**config.mk**
```make
export PLATFORM = sky130hd
export DESIGN_NAME = fpmul_cu
export DESIGN_NICKNAME = d
export VERILOG_FILES = /design/src/rtl/fpmul_cu.sv
export SDC_FILE = /design/constraint.sdc
export NUM_CORES = 1
export LEC_CHECK = 0
export ABC_AREA = 1
export BUFFER_PORTS_ARGS = -buffer_cell sky130_fd_sc_hd__buf_2
export CORE_MARGIN = 5
export CORE_UTILIZATION = 40
export CTS_CLUSTER_DIAMETER = 100
export DETAILED_ROUTE_END_ITERATION = 6
export GPL_TIMING_DRIVEN = 0
export MAX_ROUTING_LAYER = met4
export PLACE_DENSITY_LB_ADDON = 0.12
export SETUP_SLACK_MARGIN = 0.2
export SLEW_MARGIN = 15
export SYNTH_ARGS = -nofsm -noshare
export SYNTH_HDL_FRONTEND = slang
export SYNTH_SLANG_ARGS = --single-unit
```
**constraint.sdc**
```tcl
create_clock -name clk -period 1.6 [get_ports clk]
set_input_delay 0.08 -clock clk [delete_from_list [all_inputs] [get_ports clk]]
set_output_delay 0.08 -clock clk [all_outputs]
set_load 0.03 [all_outputs]
```
**src/rtl/fpmul_cu.sv**
```systemverilog
// Control unit sequencing the single-precision FP multiplier datapath.
// Optional `FPMUL_CU_DBG_EN exposes the state register on port cs.
module fpmul_cu (
    input  logic       clk,
    input  logic       rst,
    input  logic       go,
    input  logic       Op_NaN,
    input  logic       Op_Inf,
    input  logic       Op_Zero,
    input  logic       Dnf,
    input  logic       MPH23,
    input  logic       Round,
    input  logic       Carry,
    input  logic       UFlow,
    input  logic       OFlow,
    output logic       SA_LD,
    output logic       EA_LD,
    output logic       MA_LD,
    output logic       SB_LD,
    output logic       EB_LD,
    output logic       MB_LD,
    output logic       SP_LD,
    output logic       EP_LD,
    output logic       EP_RST,
    output logic       EP_SET,
    output logic [1:0] EP_SEL,
    output logic       MPH_LD,
    output logic       MPH_RST,
    output logic       MPH_SET,
    output logic [2:0] MPH_SEL,
    output logic       MPL_LD,
    output logic       MPL_SEL,
    output logic       UF_RST,
    output logic       UF_LD,
    output logic       OF_RST,
    output logic       OF_LD,
    output logic       P_RST,
    output logic       P_LD,
    output logic       Done
`ifdef FPMUL_CU_DBG_EN
    ,
    output logic [3:0] cs
`endif
);

    typedef enum logic [3:0] {
        S_IDLE  = 4'd0,
        S_WAIT  = 4'd1,
        S_CHECK = 4'd2,
        S_BIAS  = 4'd3,
        S_NORM  = 4'd4,
        S_ROUND = 4'd5,
        S_EXP   = 4'd6,
        S_OUT   = 4'd7,
        S_DONE  = 4'd8
    } state_t;

    state_t r_state;
    state_t w_next;
    logic   w_start;

    always_ff @(posedge clk or posedge rst) begin
        if (rst) r_state <= S_IDLE;
        else     r_state <= w_next;
    end

`ifdef FPMUL_CU_DBG_EN
    assign cs = r_state;
`endif

    // Outputs are forced low while rst is held so no strobe leaks out.
    always_comb begin
        w_next  = r_state;
        w_start = 1'b0;
        SP_LD   = 1'b0;
        EP_LD   = 1'b0;
        EP_RST  = 1'b0;
        EP_SET  = 1'b0;
        EP_SEL  = 2'b00;
        MPH_LD  = 1'b0;
        MPH_RST = 1'b0;
        MPH_SET = 1'b0;
        MPH_SEL = 3'b000;
        MPL_LD  = 1'b0;
        MPL_SEL = 1'b0;
        UF_LD   = 1'b0;
        OF_LD   = 1'b0;
        P_LD    = 1'b0;
        Done    = 1'b0;
        if (!rst) begin
            unique case (r_state)
                S_IDLE: begin
                    if (go) begin
                        w_start = 1'b1;
                        w_next  = S_WAIT;
                    end
                end
                S_WAIT: w_next = S_CHECK;
                S_CHECK: begin
                    SP_LD = 1'b1;
                    if (Op_NaN) begin
                        EP_SET  = 1'b1;
                        MPH_SET = 1'b1;
                        w_next  = S_OUT;
                    end else if (Op_Inf) begin
                        EP_SET  = 1'b1;
                        MPH_RST = 1'b1;
                        w_next  = S_OUT;
                    end else if (Op_Zero || Dnf) begin
                        EP_RST  = 1'b1;
                        MPH_RST = 1'b1;
                        w_next  = S_OUT;
                    end else begin
                        EP_LD  = 1'b1;
                        MPH_LD = 1'b1;
                        MPL_LD = 1'b1;
                        w_next = S_BIAS;
                    end
                end
                S_BIAS: begin
                    EP_LD  = 1'b1;
                    EP_SEL = 2'b10;
                    w_next = S_NORM;
                end
                S_NORM: begin
                    if (MPH23) begin
                        EP_LD  = 1'b1;
                        EP_SEL = 2'b01;
                    end else begin
                        MPH_LD  = 1'b1;
                        MPH_SEL = 3'b001;
                        MPL_LD  = 1'b1;
                        MPL_SEL = 1'b1;
                    end
                    w_next = S_ROUND;
                end
                S_ROUND: begin
                    if (Round && Carry) begin
                        MPH_LD  = 1'b1;
                        MPH_SEL = 3'b100;
                        EP_LD   = 1'b1;
                        EP_SEL  = 2'b01;
                    end else if (Round) begin
                        MPH_LD  = 1'b1;
                        MPH_SEL = 3'b010;
                    end
                    w_next = S_EXP;
                end
                S_EXP: begin
                    if (UFlow) begin
                        UF_LD   = 1'b1;
                        EP_RST  = 1'b1;
                        MPH_RST = 1'b1;
                    end else if (OFlow) begin
                        OF_LD   = 1'b1;
                        EP_SET  = 1'b1;
                        MPH_RST = 1'b1;
                    end
                    w_next = S_OUT;
                end
                S_OUT: begin
                    P_LD   = 1'b1;
                    w_next = S_DONE;
                end
                S_DONE: begin
                    Done = 1'b1;
                    if (go) begin
                        w_start = 1'b1;
                        w_next  = S_WAIT;
                    end
                end
                default: w_next = S_IDLE;
            endcase
        end
    end

    assign SA_LD  = w_start;
    assign EA_LD  = w_start;
    assign MA_LD  = w_start;
    assign SB_LD  = w_start;
    assign EB_LD  = w_start;
    assign MB_LD  = w_start;
    assign P_RST  = w_start;
    assign UF_RST = w_start;
    assign OF_RST = w_start;

endmodule

```
==> impl_results.md <==
* Mux contribution to synthesized area at 0%
* Area Overhead vs Synth at 97.1%
* DRC viols at 0
* CTS tree: done
* CTS Sinks at 4
* Post-synth top area cell: dfrtp_1
* Simple-gate share of the synthesized area at 49.0%
* IR drop worst, VDD at 1.16 mV
* Final Max Tran Viols at 0
* GR Util All Layers at 20.6%
* Max-cap violations at 0
* Yosys warns at 0
* Die width at approximately 47 um
* Initial core utilization at 42.8%
* Final hold vios at 0
* Avg Inst Size Synth at about 5.4 um^2
* Worst path required time at 1520 ps
* Post-synthesis cell type count at 19
* Clk buf depth at 2
* Commonest non-fill, non-tap cell in the layout: buf_4
* Critical path launch point type: flip-flop
* Cells after synthesis at 104
* Setup Skew at 4.10 ps
* Die H at 47.3 um
* Post-route insts no fill at roughly 180
* Crit-path max FO at 4
* Num CTS Buffers at 3
* Drt pass-1 iters at 4
* Syn_nets at 116
* Slowest cell on the critical path: dfrtp_1
* Row count at 13
* Largest net degree at the start of global routing at 11
* RSZ-0062 raised after global routing: true
* Post-DP Area at 778 um^2
* #FFs+latches synth at 4
* Placed insts at 156
* Filler cells at a little over 80
* Synth top area cells: dfrtp_1 (18%), nand2_1 (17%), nor2_1 (15%)
* Seq/Total Area, Yosys at 18.0%
* Leak at approximately 0.63 nW
* Placer congestion estimate at between 0.7 and 0.8
* Highest Signal Layer: met4
* First-pass GRT wire length at 3.17 mm
* Pwr dens at ~1400 mW/mm^2
* Hpwl dp at 1.24 mm
* DR vias at around 830
* Antenna viol nets, final at 0
* Final setup violation count at 1
* Root buf cell: clkbuf_4
* Worst setup path class: reg -> out
* Fin crit share at 102%
* CTS HTree Levels at 1
* Via density at 4.70
* Gr ovfl total at 0
* Met1 Wirelength at 840 um
* Compound-Gate Fraction of Synth Area at 9.21%
* Diode count at 0
* Max stage delay on crit path at 410 ps
* Fin worst setup slack at -33.3 ps
* Detailed Route Iter0 Violations at 9
* Drt wl/cell at roughly 12 um
* Most frequent cells in the layout: buf_4 (38), nand2_1 (17), nor2_1 (17), buf_2 (15), inv_1 (13)
* CP Capture Type: primary output
* Core Region at ~0.0013 mm^2
* Critical path cell sequence: inv_2, nand2_4, nor2_4, nand3b_1, o22ai_1, buf_4
* CP arrival at 1550 ps
* Top-area cell type share of the netlist area at roughly 18%
* Nets at 175
* Reg clk slew, reported paths at 40 ps
* Vias in the first global route at ~750
* Hold WC Path Type: in -> reg
* Failing checks: setup timing
* Largest regs: r_state: 4 flops
* Worst hold margin at 256 ps
* Final instance area at 0.00110 mm^2
* Clock latency on the worst-skew pair at 230 ps
* Post-Syn Area at around 560 um^2
* Max FFs per register at 4
* Largest register by flop count: r_state
* Post-Synth XOR/XNOR Area at 0%
* Layout cell share with drive strength beyond 1 at 57.8%
* DR WL met3 at ~170 um
* Max_slew headroom at between 70% and 80%
* Die area at about 0.0022 mm^2
* Post-synthesis adder-cell area fraction at 0%
* Outcome: finished with violations
* Shortest period the worst path allows at 1630 ps
* Worst Max-Slew Pin Slew at about 360 ps
* Routed wire length at 2.18 mm
* I/O pin count at 39
* FMAX at slightly above 0.6 GHz
* Largest family of logic cells by synthesized area: simple AND/OR/NAND/NOR gates
* Met2 Wirelength at roughly 1.2 mm
* Port buffer count at 37
* Initial antenna violation count at 0
[synth_stat cells, drive strengths merged]
library cell	n
a21oi	5
buf	10
dfrtp	4
inv	17
nand2	27
nand3	7
nand3b	2
nor2	24
nor3	2
nor4	1
o21ai	4
o22ai	1
[per-stage QoR]
step	setup TNS (ps)	setup slack, ps	util, %	total power, mW
after floorplan	0	191	-	0.788
after global placement	0	230	59.8	0.944
after detailed placement	0	200	59.8	0.954
after CTS	0	64.8	80.7	1.43
after global routing	-481	-119	84.3	1.66
final	-33.3	-33.3	84.3	1.53
[layout make-up]
type | instances | area [um^2] | share of cell area, %
buffer | 10 | 68.8 | 6.27
clock buffer | 3 | 22.5 | 2.05
inverter | 17 | 63.8 | 5.82
multi-input combinational | 74 | 427 | 38.9
sequential | 4 | 101 | 9.24
tap | 15 | 18.8 | 1.71
timing repair buffer | 53 | 395 | 36.0
[layer usage]
metal	track usage [%]	vias to the layer above
met2	37.4	28
met3	2.30	2
met5	-	-
met1	22.2	367
met4	8.29	0
li1	-	430
[repair_timing]
item                                    CTS  global route
resized for setup                        47            12
cloned                                    1             0
hold endpoints to repair                  4             0
hold buffers                              1             0
pin swaps                                10             7
setup buffers                            12             3
endpoints found under the setup margin   24            27
[cells by family (layout without fill, tap and decap cells)]
kind of cell,after synthesis,after routing
DFF,4,4
AOI/OAI and AO/OA,10,10
and+or+nand+nor,63,64
buffers and inverters,27,83
[where the power goes]
part / switching (mW) / internal, mW
sequential: 0.0561 / 0.149
combinational: 0.701 / 0.505
clock: 0.0380 / 0.0837
[worst max-delay path: cells and delay by family, from the launching register on]
family	cells	cell delay [ps]
compound gates	1	200
buf+inv	2	320
flops	1	410
simple gates	3	380
[worst paths after layout]
path / from / end / slack [ps] / cells past startpoint
setup reg to reg: r_state[3] / r_state[2] / 340 / 9
min in group asynchronous: rst / r_state[3] / 530 / 3
max in group asynchronous: rst / r_state[1] / 890 / 3
hold reg to reg: r_state[1] / r_state[1] / 670 / 3
hold / removal: rst / r_state[2] / 260 / 3
setup / recovery: r_state[3] / EP_SET / -30 / 6
No activity file was read; power rests on OpenSTA's default activity.
